`config.mk`:
```
export PLATFORM = sky130hd
export DESIGN_NAME = ieee_rom_arbiter
export DESIGN_NICKNAME = d
export VERILOG_FILES = /design/src/rtl/ieee_rom_arbiter.sv
export SDC_FILE = /design/constraint.sdc
export NUM_CORES = 1
export LEC_CHECK = 0
export CAP_MARGIN = 25
export CORE_MARGIN = 5
export CORE_UTILIZATION = 45
export DETAILED_ROUTE_END_ITERATION = 12
export DONT_BUFFER_PORTS = 1
export PLACE_DENSITY_LB_ADDON = 0.3
export SLEW_MARGIN = 10
export SYNTH_ARGS = -nofsm -noshare
export SYNTH_HDL_FRONTEND = slang
export SYNTH_SLANG_ARGS = --single-unit
```
`constraint.sdc`:
```
create_clock -name clk_sys -period 3.2 [get_ports clk_sys]
set_input_delay 0.48 -clock clk_sys [delete_from_list [all_inputs] [get_ports clk_sys]]
set_output_delay 0.48 -clock clk_sys [all_outputs]
set_load 0.03 [all_outputs]
```
`src/rtl/ieee_rom_arbiter.sv`:
```
// Time-slot arbiter that lets NCLI drive CPUs share one synchronous ROM.
// Each ph2 frame scans every client once, skips cached hits, and captures returning ROM data.
module ieee_rom_arbiter #(
   parameter int NCLI = 4,
   parameter int AW   = 14,
   parameter int DW   = 8,
   parameter int RLAT = 1,
   localparam int SW  = (NCLI > 1) ? $clog2(NCLI) : 1
) (
   input  logic               clk_sys,
   input  logic               reset,
   input  logic               ph2,
   input  logic [NCLI-1:0]    cli_en,
   input  logic [NCLI*AW-1:0] cli_addr,
   input  logic               invalidate,
   output logic [AW-1:0]      rom_addr,
   output logic [SW-1:0]      rom_sel,
   input  logic [DW-1:0]      rom_q,
   output logic [NCLI*DW-1:0] cli_data,
   output logic [NCLI-1:0]    cli_valid,
   output logic               busy,
   output logic               done,
   output logic               overrun
);

   typedef enum logic [1:0] {IDLE, SCAN, DRAIN} state_t;

   state_t                     state_q;
   logic [SW-1:0]              ptr_q;
   logic [1:0]                 cnt_q;
   logic [NCLI-1:0][AW-1:0]    snap_addr_q;
   logic [NCLI-1:0][AW-1:0]    tag_q;
   logic [NCLI-1:0]            snap_en_q;
   logic [RLAT-1:0]            pipe_vld_q;
   logic [RLAT-1:0]            pipe_keep_q;
   logic [RLAT-1:0][SW-1:0]    pipe_idx_q;
   logic [RLAT-1:0][AW-1:0]    pipe_addr_q;
   logic                       miss_d;
   logic                       last_d;

   // A client needs a ROM read unless its cached tag already matches the snapshot address.
   always_comb begin
      miss_d = snap_en_q[ptr_q] &&
               !(cli_valid[ptr_q] && (tag_q[ptr_q] == snap_addr_q[ptr_q]));
      last_d = (ptr_q == SW'(NCLI - 1));
   end

   always_ff @(posedge clk_sys) begin
      if (reset) begin
         state_q     <= IDLE;
         ptr_q       <= '0;
         cnt_q       <= '0;
         snap_addr_q <= '0;
         snap_en_q   <= '0;
         tag_q       <= '0;
         pipe_vld_q  <= '0;
         pipe_keep_q <= '0;
         pipe_idx_q  <= '0;
         pipe_addr_q <= '0;
         rom_addr    <= '0;
         rom_sel     <= '0;
         cli_data    <= '0;
         cli_valid   <= '0;
         busy        <= 1'b0;
         done        <= 1'b0;
         overrun     <= 1'b0;
      end else begin
         done <= 1'b0;

         for (int i = RLAT - 1; i > 0; i--) begin
            pipe_vld_q[i]  <= pipe_vld_q[i-1];
            pipe_keep_q[i] <= pipe_keep_q[i-1] & ~invalidate;
            pipe_idx_q[i]  <= pipe_idx_q[i-1];
            pipe_addr_q[i] <= pipe_addr_q[i-1];
         end
         pipe_vld_q[0]  <= 1'b0;
         pipe_keep_q[0] <= 1'b0;
         pipe_idx_q[0]  <= '0;
         pipe_addr_q[0] <= '0;

         // The entry leaving the pipeline lines up with rom_q for the address it issued.
         if (pipe_vld_q[RLAT-1]) begin
            cli_data[pipe_idx_q[RLAT-1]*DW +: DW] <= rom_q;
            tag_q[pipe_idx_q[RLAT-1]]             <= pipe_addr_q[RLAT-1];
            cli_valid[pipe_idx_q[RLAT-1]]         <= pipe_keep_q[RLAT-1];
         end
         if (invalidate) begin
            cli_valid <= '0;
         end

         case (state_q)
            IDLE: begin
               if (ph2) begin
                  snap_en_q <= cli_en;
                  for (int c = 0; c < NCLI; c++) begin
                     snap_addr_q[c] <= cli_addr[c*AW +: AW];
                  end
                  ptr_q   <= '0;
                  busy    <= 1'b1;
                  state_q <= SCAN;
               end
            end
            SCAN: begin
               if (miss_d) begin
                  rom_addr       <= snap_addr_q[ptr_q];
                  rom_sel        <= ptr_q;
                  pipe_vld_q[0]  <= 1'b1;
                  pipe_keep_q[0] <= ~invalidate;
                  pipe_idx_q[0]  <= ptr_q;
                  pipe_addr_q[0] <= snap_addr_q[ptr_q];
               end
               if (last_d) begin
                  cnt_q   <= '0;
                  state_q <= DRAIN;
               end else begin
                  ptr_q <= ptr_q + 1'b1;
               end
            end
            DRAIN: begin
               if (cnt_q == 2'(RLAT - 1)) begin
                  done    <= 1'b1;
                  busy    <= 1'b0;
                  state_q <= IDLE;
               end else begin
                  cnt_q <= cnt_q + 1'b1;
               end
            end
            default: state_q <= IDLE;
         endcase

         // Only a ph2 that lands outside IDLE is lost; the done cycle is already IDLE.
         if (ph2 && (state_q != IDLE)) begin
            overrun <= 1'b1;
         end
      end
   end

endmodule

```
==> results.md <==
Timing:
- The worst slew margin relative to its limit is 0.366.
- The number of pins exceeding their max-slew limit in the final report came to 0.
- In the finished design, the share of the clock period the worst path needs comes to 0.896.
- The count of final hold-check violations was 0.
- The routed design could run at a clock period as short as 2.87 ns.
- Setup violations remaining at the end of the flow were counted as 0.
- On the final layout, the worst hold slack is 0.114 ns.
- The transition time of the tightest slew-check pin is 0.950 ns.
- The clock tree skew after final layout is around 0.0086 ns.
- The minimum setup slack in the final design is around 0.33 ns.
- Static timing analysis puts the maximum clock frequency at 0.349 GHz.
- Setup repair after global routing left no endpoint under its margin.
- The final setup TNS is 0 ns.

Floorplanning:
- In this run the count of I/O pins placed on the die edge is 127.
- The area enclosed by the die boundary is 19700 sq um.
- The floorplan step set the die height to 140 um.
- The placeable core region is 16600 sq um.
- For this configuration, the core starts out at a cell density of 0.459.
- In this run the core area contains 47 standard-cell rows.
- In this run the horizontal extent of the chip is 140 um.

Clock tree:
- The maximum level of the CTS H-tree is 4.
- The number of hold buffers added after CTS was 0.
- The CTS tree is done.
- The total of cells resized after clock tree synthesis is 0.
- In this run the deepest clock path goes through 2 buffers.
- The cell chosen for the clock root is clkbuf_16.
- After clock tree synthesis, the clock-pin slew on the worst setup and hold paths is 0.07 ns.
- The number of clock sinks seen by CTS is about 200.
- The clock reaches the later pin of the worst-skew pair after about 0.43 ns.
- Clock tree synthesis inserted a total of 17 buffers.
- Once the clock tree was built, the setup fixing pass inserted 0 buffers.

Power and ir drop:
- For this design the ratio of total power to cell area is slightly below 600 nW/um^2.
- The analysis attributes to cell leakage a power of 2.79 nW.
- The maximum vdd drop is approximately 0.4 mV.

Finish:
- The final net count is 911.
- The filler cells instantiated in the layout total 1547.
- Of the cells placed in the final design, the portion with a size suffix greater than 1 is 0.0994.
- The number of antenna diodes in the final layout is 0.
- Compared with the post-synthesis result, the final layout area differs by 10.0%.

Worst setup path:
- The worst reg-to-reg setup slack is 0.33 ns.
- The maximum fanout count along the critical path is 14.
- The most numerous cell type found on the critical path is buf_4.
- Counting buffers and inverters, the worst setup path is 8 cells deep.
- The most critical setup path has its endpoint at rom_addr[13].
- The end of the worst register-to-register path is rom_addr[13].
- The delay contributed by the slowest stage of the critical path is 0.65 ns.
- In this run the worst setup path begins at ptr_q[1].
- The sort of element at the start of the critical path is a flip-flop.
- Together, buffers and inverters on the worst path number 2.
- STA puts the critical path data arrival time at 3.17 ns.
- The worst reg-to-reg path cell count is 8.
- The launching point of the worst reg2reg path is ptr_q[1].
- The slowest stage of the critical path is the or4_1 cell.
- The worst setup path is captured at a flip-flop.
- STA puts the critical path data required time at 3.51 ns.
- The signal on the critical path passes through buf_4 -> mux4_2 -> xnor2_1 -> nand4_1 -> or4_1 -> buf_4 -> nand3_1 -> a21oi_1.
- The critical path class is reg -> reg.
- Among cell families on the critical path, the largest total delay comes from simple AND/OR/NAND/NOR gates.

Logic synthesis:
- The largest total area in the synthesized netlist belongs to dfxtp_1.
- The warning count from the yosys run is 0.
- The proportion of netlist area held by the largest area contributor is 0.511.
- The cell count after synthesis is 856.
- The synthesized area divided by synthesized cell count is 8.93 sq um.
- The number of different library cells used by synthesis comes to 32.
- The share of synthesized flip-flops with an asynchronous set or reset is 0.
- The share of the Yosys chip area taken by registers is 0.511.
- Sorting the synthesized cells by area gives the leading types as dfxtp_1 51%, nand2_1 12%, a21oi_1 9.1%, mux4_2 8.5%, a22oi_1 3.2%.
- The number of register bits inferred by synthesis is ~200.
- The leading register cell type out of synthesis is dfxtp_1.
- After synthesis the cells add up to 7640 sq um.
- The net count after synthesis is 935.
- The count of flip-flops with a built-in enable after synthesis is 0.

Route:
- The detailed-routing iteration count for the pre-antenna-repair pass is 6.
- The detailed router finished its first iteration with 730 violations.
- The DRC violation count after routing is 0.
- After detailed routing, the number of vias per cell comes to 5.51.
- In this run the remaining antenna-violating nets after routing total 0.
- The routed wire length is approximately 19000 um.
- The number of vias after detailed routing is 5863.
- Dividing the detail-routed wire length by the instance count gives ~18 um.

Place:
- The routability congestion estimate from global placement is between 0.8 and 0.9.
- Prior to clock tree synthesis, the placed netlist has a worst setup slack of approximately 0.35 ns.
- Detailed placement ended at an HPWL of 12700 um.
- Port buffering added 0 buffers.

Outcome:
- The run finished with clean final reports.

Global route:
- The total global routing track utilization is 0.194.
- The first global-routing pass estimated 30800 um of wire.
- The aggregate global routing overflow is 0.
- The initial antenna violation count is 0.
- The number of global-route vias before repair is 5575.
- The maximum number of pins on one net before global-route repair is slightly below 200.

Worst hold path:
- The tightest min-delay check is of the in -> reg type.

Run:
- Max-cap violations in this run came to 0.
[logic make-up (layout without fill, tap and decap cells)]
group | Yosys count | count (layout) | synth area share
multiplexers | 34 | 34 | 0.0920
AO/OA/AOI/OAI | 194 | 194 | 0.140
XOR/XNOR | 14 | 14 | 0.0160
adder cells (fa/ha/maj) | 7 | 7 | 0.0115
flip-flops | 195 | 195 | 0.511
buffers and inverters | 68 | 57 | 0.0393
AND/OR/NAND/NOR | 344 | 344 | 0.191
[cells in the final DEF (no fill, tap or decap), drive strengths merged]
cell type / synthesis / final
or4: 1 / 1
nor4: 2 / 2
a211o: 1 / 1
nand4: 3 / 3
o21ai: 19 / 19
nor4b: 3 / 3
and2: 4 / 4
inv: 6 / 8
nor3: 8 / 8
dfxtp: 195 / 195
bufinv: 0 / 2
clkinvlp: 0 / 3
nand2: 240 / 240
ha: 7 / 7
nor2: 43 / 43
a22oi: 33 / 33
nor2b: 1 / 1
buf: 12 / 19
nand3: 18 / 18
xnor2: 14 / 14
nor3b: 18 / 18
clkinv: 0 / 4
a21oi: 139 / 139
clkbuf: 50 / 21
mux4: 29 / 29
a211oi: 2 / 2
nand2b: 1 / 1
mux2i: 5 / 5
nand3b: 2 / 2
[metal layers]
| metal | track usage | up-vias | share of wire |
|---|---|---|---|
| met5 | 0 | - | 0 |
| met4 | 0.0592 | 0 | 0.018 |
| met3 | 0.0481 | 26 | 0.060 |
| met2 | 0.303 | 183 | 0.48 |
| met1 | 0.267 | 2781 | 0.45 |
| li1 | - | 2873 | - |
[synth_stat cells (5+ instances only)]
| master | n |
|---|---|
| nor3b_1 | 18 |
| ha_1 | 7 |
| mux4_2 | 29 |
| a22oi_1 | 33 |
| dfxtp_1 | 195 |
| inv_1 | 6 |
| a21oi_1 | 139 |
| nand3_1 | 18 |
| nor3_1 | 8 |
| clkbuf_1 | 50 |
| buf_2 | 6 |
| o21ai_0 | 19 |
| nand2_1 | 239 |
| xnor2_1 | 14 |
| mux2i_1 | 5 |
| nor2_1 | 43 |
[cell type report]
cell class / count / area (sq um) / area share
Clock buffer: 21 / 460 / 0.0548
Clock inverter: 11 / 128 / 0.0152
Inverter: 6 / 22.5 / 0.00268
Multi-Input combinational cell: 593 / 3440 / 0.410
Sequential cell: 195 / 3910 / 0.465
Tap cell: 220 / 275 / 0.0327
Timing Repair Buffer: 19 / 171 / 0.0204
[worst min path at each step]
| stage | start | end | slack (ns) | cells after the start |
|---|---|---|---|---|
| 2_1_floorplan | snap_en_q[0] | snap_en_q[0] | 0.43 | 2 |
| 3_3_place_gp | tag_q[54] | tag_q[54] | 0.43 | 2 |
| 3_5_place_dp | snap_addr_q[19] | snap_addr_q[19] | 0.44 | 2 |
| 4_1_cts | invalidate | cli_valid[1] | 0.10 | 1 |
| 5_1_grt | reset | snap_en_q[2] | 0.09 | 1 |
| 6_report | reset | snap_addr_q[33] | 0.11 | 1 |
[power by group]
group | internal [mW] | leakage [nW] | switching [mW]
Combinational | 0.104 | 0.928 | 0.153
Clock | 1.20 | 0.280 | 0.923
Sequential | 2.48 | 1.58 | 0.0525
[sequential cells by signal (all words and copies together), names as in the netlist, 2 cells and up]
| signal | cells |
|---|---|
| ptr_q | 2 |
| rom_sel | 2 |
| snap_en_q | 4 |
| state_q | 2 |
| rom_addr | 14 |
| snap_addr_q | 56 |
| cli_valid | 4 |
| tag_q | 56 |
| pipe_idx_q | 2 |
| cnt_q | 2 |
| cli_data | 32 |
| pipe_addr_q | 14 |
[per-stage QoR]
stage	power (mW)	cells	instance area, sq um	utilization
global placement	2.85	1032	7810	0.469
floorplan	2.81	856	7640	-
detailed placement	2.85	1032	7810	0.469
finish	4.91	1065	8410	0.505
CTS	4.95	1064	8400	0.505
global route	5.10	1065	8410	0.505
Note: power is estimated with default switching activity, not from simulation.
